**src/rtl/uart_result_tx.sv**
```systemverilog
// rtl/uart_result_tx.sv - serializes a result word over UART 8N1, MSB byte first (ASCII hex mode: UART_RESULT_TX_ASCII_HEX_EN)
module uart_result_tx #(
  parameter int WIDTH_DIN    = 128,
  parameter int CLKS_PER_BIT = 868
) (
  input  logic                 clk,
  input  logic                 rst,
  input  logic [WIDTH_DIN-1:0] din,
  input  logic                 din_valid,
  output logic                 tx,
  output logic                 busy,
  output logic                 done,
  output logic                 overrun
);

  localparam int NBYTES = WIDTH_DIN / 8;
`ifdef UART_RESULT_TX_ASCII_HEX_EN
  // One character per nibble, then CR and LF.
  localparam int NFRAMES = 2 * NBYTES + 2;
  localparam int SHIFT   = 4;
`else
  localparam int NFRAMES = NBYTES;
  localparam int SHIFT   = 8;
`endif
  localparam int CW = $clog2(CLKS_PER_BIT);
  localparam int FW = (NFRAMES > 1) ? $clog2(NFRAMES) : 1;
  localparam logic [CW-1:0] CNT_MAX    = CW'(CLKS_PER_BIT - 1);
  localparam logic [FW-1:0] LAST_FRAME = FW'(NFRAMES - 1);

  typedef enum logic [1:0] {S_IDLE, S_START, S_DATA, S_STOP} state_t;

  state_t               state_q;
  logic                 din_valid_q;
  logic [CW-1:0]        cnt_q;
  logic [2:0]           bit_q;
  logic [FW-1:0]        frame_q;
  logic [WIDTH_DIN-1:0] hold_q;
  logic [7:0]           data_q;
  logic                 tx_q;
  logic                 busy_q;
  logic                 done_q;
  logic                 overrun_q;

  logic                 rise_d;
  logic [7:0]           frame_byte_d;

  // Rising edge of din_valid: a held level produces a single transfer.
  assign rise_d = din_valid & ~din_valid_q;

`ifdef UART_RESULT_TX_ASCII_HEX_EN
  logic [3:0] nib_d;
  // Character for the current frame: top nibble of the hold register as hex, or the CR/LF trailer.
  always_comb begin
    nib_d = hold_q[WIDTH_DIN-1 -: 4];
    if (frame_q == FW'(NFRAMES - 2))
      frame_byte_d = 8'h0D;
    else if (frame_q == LAST_FRAME)
      frame_byte_d = 8'h0A;
    else if (nib_d < 4'd10)
      frame_byte_d = 8'h30 + {4'd0, nib_d};
    else
      frame_byte_d = 8'h37 + {4'd0, nib_d};
  end
`else
  // Byte for the current frame: the hold register shifts left so its top byte is always next.
  always_comb begin
    frame_byte_d = hold_q[WIDTH_DIN-1 -: 8];
  end
`endif

  // Frame sequencer: start bit, 8 data bits LSB first, stop bit; frames run back to back.
  always_ff @(posedge clk) begin
    if (rst) begin
      state_q     <= S_IDLE;
      din_valid_q <= 1'b0;
      cnt_q       <= '0;
      bit_q       <= '0;
      frame_q     <= '0;
      hold_q      <= '0;
      data_q      <= '0;
      tx_q        <= 1'b1;
      busy_q      <= 1'b0;
      done_q      <= 1'b0;
      overrun_q   <= 1'b0;
    end else begin
      din_valid_q <= din_valid;
      done_q      <= 1'b0;
      if (rise_d && busy_q)
        overrun_q <= 1'b1;
      case (state_q)
        S_IDLE: begin
          tx_q <= 1'b1;
          if (rise_d) begin
            hold_q  <= din;
            frame_q <= '0;
            cnt_q   <= '0;
            tx_q    <= 1'b0;
            busy_q  <= 1'b1;
            state_q <= S_START;
          end
        end
        S_START: begin
          if (cnt_q == CNT_MAX) begin
            cnt_q   <= '0;
            bit_q   <= '0;
            tx_q    <= frame_byte_d[0];
            data_q  <= {1'b0, frame_byte_d[7:1]};
            state_q <= S_DATA;
          end else begin
            cnt_q <= cnt_q + 1'b1;
          end
        end
        S_DATA: begin
          if (cnt_q == CNT_MAX) begin
            cnt_q <= '0;
            if (bit_q == 3'd7) begin
              tx_q    <= 1'b1;
              state_q <= S_STOP;
            end else begin
              bit_q  <= bit_q + 1'b1;
              tx_q   <= data_q[0];
              data_q <= {1'b0, data_q[7:1]};
            end
          end else begin
            cnt_q <= cnt_q + 1'b1;
          end
        end
        S_STOP: begin
          if (cnt_q == CNT_MAX) begin
            cnt_q <= '0;
            if (frame_q == LAST_FRAME) begin
              busy_q  <= 1'b0;
              done_q  <= 1'b1;
              state_q <= S_IDLE;
            end else begin
              frame_q <= frame_q + 1'b1;
              hold_q  <= hold_q << SHIFT;
              tx_q    <= 1'b0;
              state_q <= S_START;
            end
          end else begin
            cnt_q <= cnt_q + 1'b1;
          end
        end
        default: state_q <= S_IDLE;
      endcase
    end
  end

  assign tx      = tx_q;
  assign busy    = busy_q;
  assign done    = done_q;
  assign overrun = overrun_q;

endmodule

```
**config.mk**
```make
export PLATFORM = sky130hd
export DESIGN_NAME = uart_result_tx
export DESIGN_NICKNAME = d
export VERILOG_FILES = /design/src/rtl/uart_result_tx.sv
export SDC_FILE = /design/constraint.sdc
export NUM_CORES = 1
export LEC_CHECK = 0
export CAP_MARGIN = 20
export CORE_MARGIN = 2
export CORE_UTILIZATION = 53
export DETAILED_ROUTE_END_ITERATION = 16
export GPL_TIMING_DRIVEN = 0
export HOLD_SLACK_MARGIN = 0.03
export PLACE_DENSITY = 0.92
export SETUP_SLACK_MARGIN = 0.3
export SLEW_MARGIN = 10
export SYNTH_ARGS = -nofsm -noshare
export SYNTH_HDL_FRONTEND = slang
export SYNTH_SLANG_ARGS = --single-unit
```
**constraint.sdc**
```tcl
create_clock -name clk -period 4.36 [get_ports clk]
set_input_delay 1.09 -clock clk [delete_from_list [all_inputs] [get_ports clk]]
set_output_delay 1.09 -clock clk [all_outputs]
set_load 0.02 [all_outputs]
```
==> impl_metrics.xml <==
<?xml version="1.0" encoding="UTF-8"?>
<metrics>
  <group name="die">
    <metric name="dieArea" unit="µm²">15500</metric>
    <metric name="die_span_in_y" unit="µm">124</metric>
    <metric name="start_util" unit="%">54.7</metric>
    <metric name="core" unit="µm²">14000</metric>
    <metric name="num_rows" unit="">43</metric>
    <metric name="num_io_pins" unit="">135</metric>
    <metric name="die_width" unit="µm">124</metric>
  </group>
  <group name="timing">
    <metric name="fin_worst_hold_slack" unit="ps">479</metric>
    <metric name="timing.setup.tns" unit="ps">0</metric>
    <metric name="tightestPinTransition" unit="ps">752</metric>
    <metric name="finalHoldViolations" unit="">0</metric>
    <metric name="final-max-slew-violation-count" unit="">0</metric>
    <metric name="finalCriticalPeriod" unit="ps">3300</metric>
    <metric name="setup_repair_after_global_routing_missed_its_margin" unit="">false</metric>
    <metric name="clock-skew-final" unit="ps">11.8</metric>
    <metric name="max_freq" unit="MHz">303</metric>
    <metric name="final_min_period_over_clock_period" unit="%">75.6</metric>
    <metric name="slew-limit-headroom" unit="%">49.6</metric>
    <metric name="setup-violations-final" unit="">0</metric>
  </group>
  <group name="synthesis">
    <metric name="synth.lib_cells_used.distinct" unit="">54</metric>
    <metric name="post_synthesis_cells" unit="">921</metric>
    <metric name="mappedNetlistArea" unit="µm²">7680</metric>
    <metric name="yosys_register_bits" unit="">159</metric>
    <metric name="mappedNetlistNets" unit="">1061</metric>
    <metric name="yosysWarnings" unit="">0</metric>
    <metric name="synth-adder-area-share" unit="%">1.47</metric>
    <metric name="synth-xor-area-share" unit="%">0.228</metric>
    <metric name="synth_top_family_by_area" unit="">compound AO/OA/AOI/OAI gates</metric>
    <metric name="ys_dominant_reg_cell" unit="">dfxtp_1</metric>
    <metric name="synth.mux.area_fraction" unit="%">0.912</metric>
    <metric name="yosysSeqAreaShare" unit="%">41.5</metric>
    <metric name="synth_area_per_cell" unit="µm²">8.34</metric>
    <metric name="count_of_flip_flops_with_a_built_in_enable_after_synthesis" unit="">0</metric>
    <metric name="synth_compound_gate_area_share" unit="%">30.8</metric>
    <metric name="synthArstFlopShare" unit="%">0</metric>
    <metric name="yosys.area_share.simple" unit="%">19.5</metric>
  </group>
  <group name="critical_path">
    <metric name="timing.critical_path.from_type" unit="">input port</metric>
    <metric name="crit_fanout" unit="">10</metric>
    <metric name="worstSetupPathDepth" unit="">8</metric>
    <metric name="r2r.worst_path.cells" unit="">8</metric>
    <metric name="critical-path-max-stage-delay" unit="ps">570</metric>
    <metric name="critical_path.reg2reg.endpoint" unit="">hold_q[55]</metric>
    <metric name="crit_chain" unit="">clkdlybuf4s50_1 -&gt; nor2b_1 -&gt; buf_2 -&gt; clkbuf_1 -&gt; clkbuf_1 -&gt; nand3_1 -&gt; a21oi_1 -&gt; a221o_1</metric>
    <metric name="criticalPathCategory" unit="">input port to flip-flop</metric>
    <metric name="critical_path.endpoint" unit="">hold_q[55]</metric>
    <metric name="r2r_setup_slk" unit="ps">1690</metric>
    <metric name="crit_required" unit="ps">4750</metric>
    <metric name="critical_path_buf_inv_count" unit="">4</metric>
    <metric name="cp_common_cell" unit="">clkbuf_1</metric>
    <metric name="crit_slowest_cell" unit="">clkbuf_1</metric>
    <metric name="worstReg2RegStart" unit="">state_q[1]</metric>
    <metric name="critPathLaunch" unit="">din_valid</metric>
    <metric name="crit_family" unit="">buffers and inverters</metric>
    <metric name="worstPathArrival" unit="ps">3680</metric>
    <metric name="worst_setup_path_end_kind" unit="">flip-flop</metric>
  </group>
  <group name="min_path">
    <metric name="hold_path.class" unit="">flip-flop to flip-flop</metric>
    <metric name="timing.hold.worst.start" unit="">data_q[6]</metric>
  </group>
  <group name="finish">
    <metric name="drive_above_1_share" unit="%">6.26</metric>
    <metric name="final_nets" unit="">1214</metric>
    <metric name="seqCellArea" unit="µm²">3180</metric>
    <metric name="layout-area-overhead-vs-synth" unit="%">28.9</metric>
    <metric name="final.fill_count" unit="">1053</metric>
    <metric name="multi_input_comb_area" unit="µm²">4060</metric>
    <metric name="n_antenna_cell" unit="">0</metric>
  </group>
  <group name="grt">
    <metric name="globalRouteTotalUtil" unit="%">29.4</metric>
    <metric name="grt_pass1_vias" unit="">7646</metric>
    <metric name="antenna_found_initial" unit="">0</metric>
    <metric name="grt_pass1_wl" unit="µm">37600</metric>
    <metric name="maximum_number_of_pins_on_one_net_before_global_route_repair" unit="">17</metric>
    <metric name="globalRoute.totalOverflow" unit="">0</metric>
  </group>
  <group name="clock_tree">
    <metric name="numCtsBuffers" unit="">17</metric>
    <metric name="cts_post_setup_buffers_inserted" unit="">0</metric>
    <metric name="number_of_hold_repair_buffers_added_at_the_cts_stage" unit="">0</metric>
    <metric name="clock_tree.htree_level_count" unit="">4</metric>
    <metric name="worstSkewPairLatency" unit="ps">450</metric>
    <metric name="root_buffer" unit="">clkbuf_16</metric>
    <metric name="clk_path_buf_depth" unit="">2</metric>
    <metric name="post_cts_resized" unit="">0</metric>
    <metric name="tritoncts_clock_tree" unit="">yes</metric>
    <metric name="clk_transition_reported_paths" unit="ps">60</metric>
    <metric name="numClockSinks" unit="">159</metric>
  </group>
  <group name="drt">
    <metric name="drt.antenna.violating_nets" unit="">0</metric>
    <metric name="route.detailed.vias_per_inst" unit="">6.41</metric>
    <metric name="drt_wl_total" unit="µm">23500</metric>
    <metric name="first_iter_violations" unit="">1139</metric>
    <metric name="num_vias" unit="">8123</metric>
    <metric name="first_pass_iters" unit="">5</metric>
    <metric name="post-route-drc-count" unit="">0</metric>
    <metric name="route.detailed.wl_per_inst" unit="µm">18.5</metric>
  </group>
  <group name="placement">
    <metric name="hpwl" unit="µm">16200</metric>
    <metric name="buffer_ports.inserted" unit="">134</metric>
    <metric name="gp_congestion" unit="">0.930</metric>
  </group>
  <group name="power">
    <metric name="pwr-share-clk" unit="%">32.1</metric>
    <metric name="power_per_cell_area" unit="nW/µm²">526</metric>
    <metric name="swShare" unit="%">34.0</metric>
    <metric name="part_of_the_total_power_dissipated_in_sequential_elements" unit="%">39.5</metric>
    <metric name="leakagePower" unit="nW">3.56</metric>
    <metric name="vdd_ir_drop_max" unit="mV">0.372</metric>
    <metric name="combPwrFrac" unit="%">28.5</metric>
    <metric name="power_internal" unit="mW">3.44</metric>
    <metric name="p_switching" unit="mW">1.77</metric>
  </group>
  <group name="run">
    <metric name="timing.max_cap.violations" unit="">0</metric>
  </group>
  <group name="outcome">
    <metric name="outcome" unit="">complete, no violations</metric>
  </group>
</metrics>
## through the flow
| step | cells | util (%) | setup WS [ps] | area [µm²] | total power [mW] |
|---|---|---|---|---|---|
| floorplan | 921 | - | 2010 | 7680 | 2.99 |
| global placement | 1235 | 65.8 | 796 | 9250 | 3.43 |
| detailed placement | 1235 | 65.8 | 702 | 9250 | 3.49 |
| CTS | 1267 | 70.5 | 1150 | 9900 | 5.16 |
| global route | 1267 | 70.5 | 984 | 9900 | 5.42 |
| finish | 1267 | 70.5 | 1060 | 9900 | 5.21 |
## synthesized netlist by cell type, drive strengths merged, types with 2 or more instances
cell type  number  area, µm²
dfxtp         159       3180
a21oi         150        751
nand3         134        671
nand2         132        495
a221o         119       1190
clkbuf         60        225
buf            37        193
a211oi         14        105
nor2           14       55.1
o21ai          10       50.0
ha              9        113
nand2b          8       50.1
mux2i           7       70.1
a31oi           6       37.5
nor2b           6       37.5
nor3            6       30.0
inv             4       15.0
nand3b          4       30.0
nand4           4       25.0
a22o            3       26.3
and3            3       23.8
nor4            3       25.0
a221oi          2       35.0
a22oi           2       15.0
a311oi          2       23.8
a41oi           2       17.5
and3b           2       17.5
o31ai           2       15.0
xnor2           2       17.5
## registers in the layout (all words and copies together), names as in the netlist
signal / cells
bit_q: 3
busy: 1
cnt_q: 10
data_q: 7
din_valid_q: 1
done: 1
frame_q: 4
hold_q: 128
overrun: 1
state_q: 2
tx: 1
## layer usage
metal  track usage (%)  routed length (µm)  up-vias
met2              48.0               11000      484
li1                  -                   -     3805
met4              12.6                 697        0
met1              36.2                9470     3776
met3              8.33                2290       58
met5                 0                   0        -
## layout by cell type (no fill, tap or decap), drive strengths merged, types with 3 or more instances in the layout
| master | count |
|---|---|
| nand3b | 4 |
| a221o | 119 |
| clkbuf | 79 |
| mux2i | 7 |
| a21oi | 150 |
| a22o | 3 |
| buf | 37 |
| nand2b | 8 |
| nand2 | 132 |
| clkdlybuf4s50 | 134 |
| and3 | 3 |
| nand3 | 134 |
| dfxtp | 159 |
| nand4 | 4 |
| clkinv | 6 |
| o21ai | 10 |
| nor3 | 6 |
| a31oi | 6 |
| ha | 9 |
| a211oi | 14 |
| nor2b | 6 |
| nor4 | 3 |
| nor2 | 14 |
| bufinv | 6 |
| inv | 4 |
## worst min path at each step
stage / to / depth (start not counted)
floorplan: data_q[6] / 2
global placement: overrun / 2
detailed placement: data_q[6] / 2
CTS: bit_q[2] / 2
global route: hold_q[9] / 1
finish: data_q[6] / 2
## kinds of logic (layout without fill, tap and decap cells)
kind of cell               count (synthesis)  in the layout
adders and majority gates                  9              9
AOI/OAI and AO/OA                        323            323
DFF                                      159            159
and+or+nand+nor                          320            320
buffers and inverters                    101            267
xor gates and xnor gates                   2              2
muxes                                      7              7
## power groups by stage
stage               sequential, mW  combinational [mW]  clock (mW)
global placement              2.04                1.38           0
CTS                           2.04                1.45        1.67
finish                        2.05                1.48        1.67
floorplan                     1.97                1.01           0
global route                  2.08                1.61        1.73
detailed placement            2.06                1.43           0
## area by class of cell
class                   instances  area share (%)
plain buffers                  97            4.22
clock buffers                  19            4.37
clock inverters                13            2.20
inverters                       4           0.152
multi-input cells             661            41.1
flip-flops and latches        159            32.2
well taps                     180            2.28
repair buffers                134            13.6
## tightest hold or removal path, stage by stage (launching register included)
cell,delay [ps]
dfxtp_1,310
nand2b_1,70
a21oi_1,60
No activity file was read; power rests on OpenSTA's default activity.
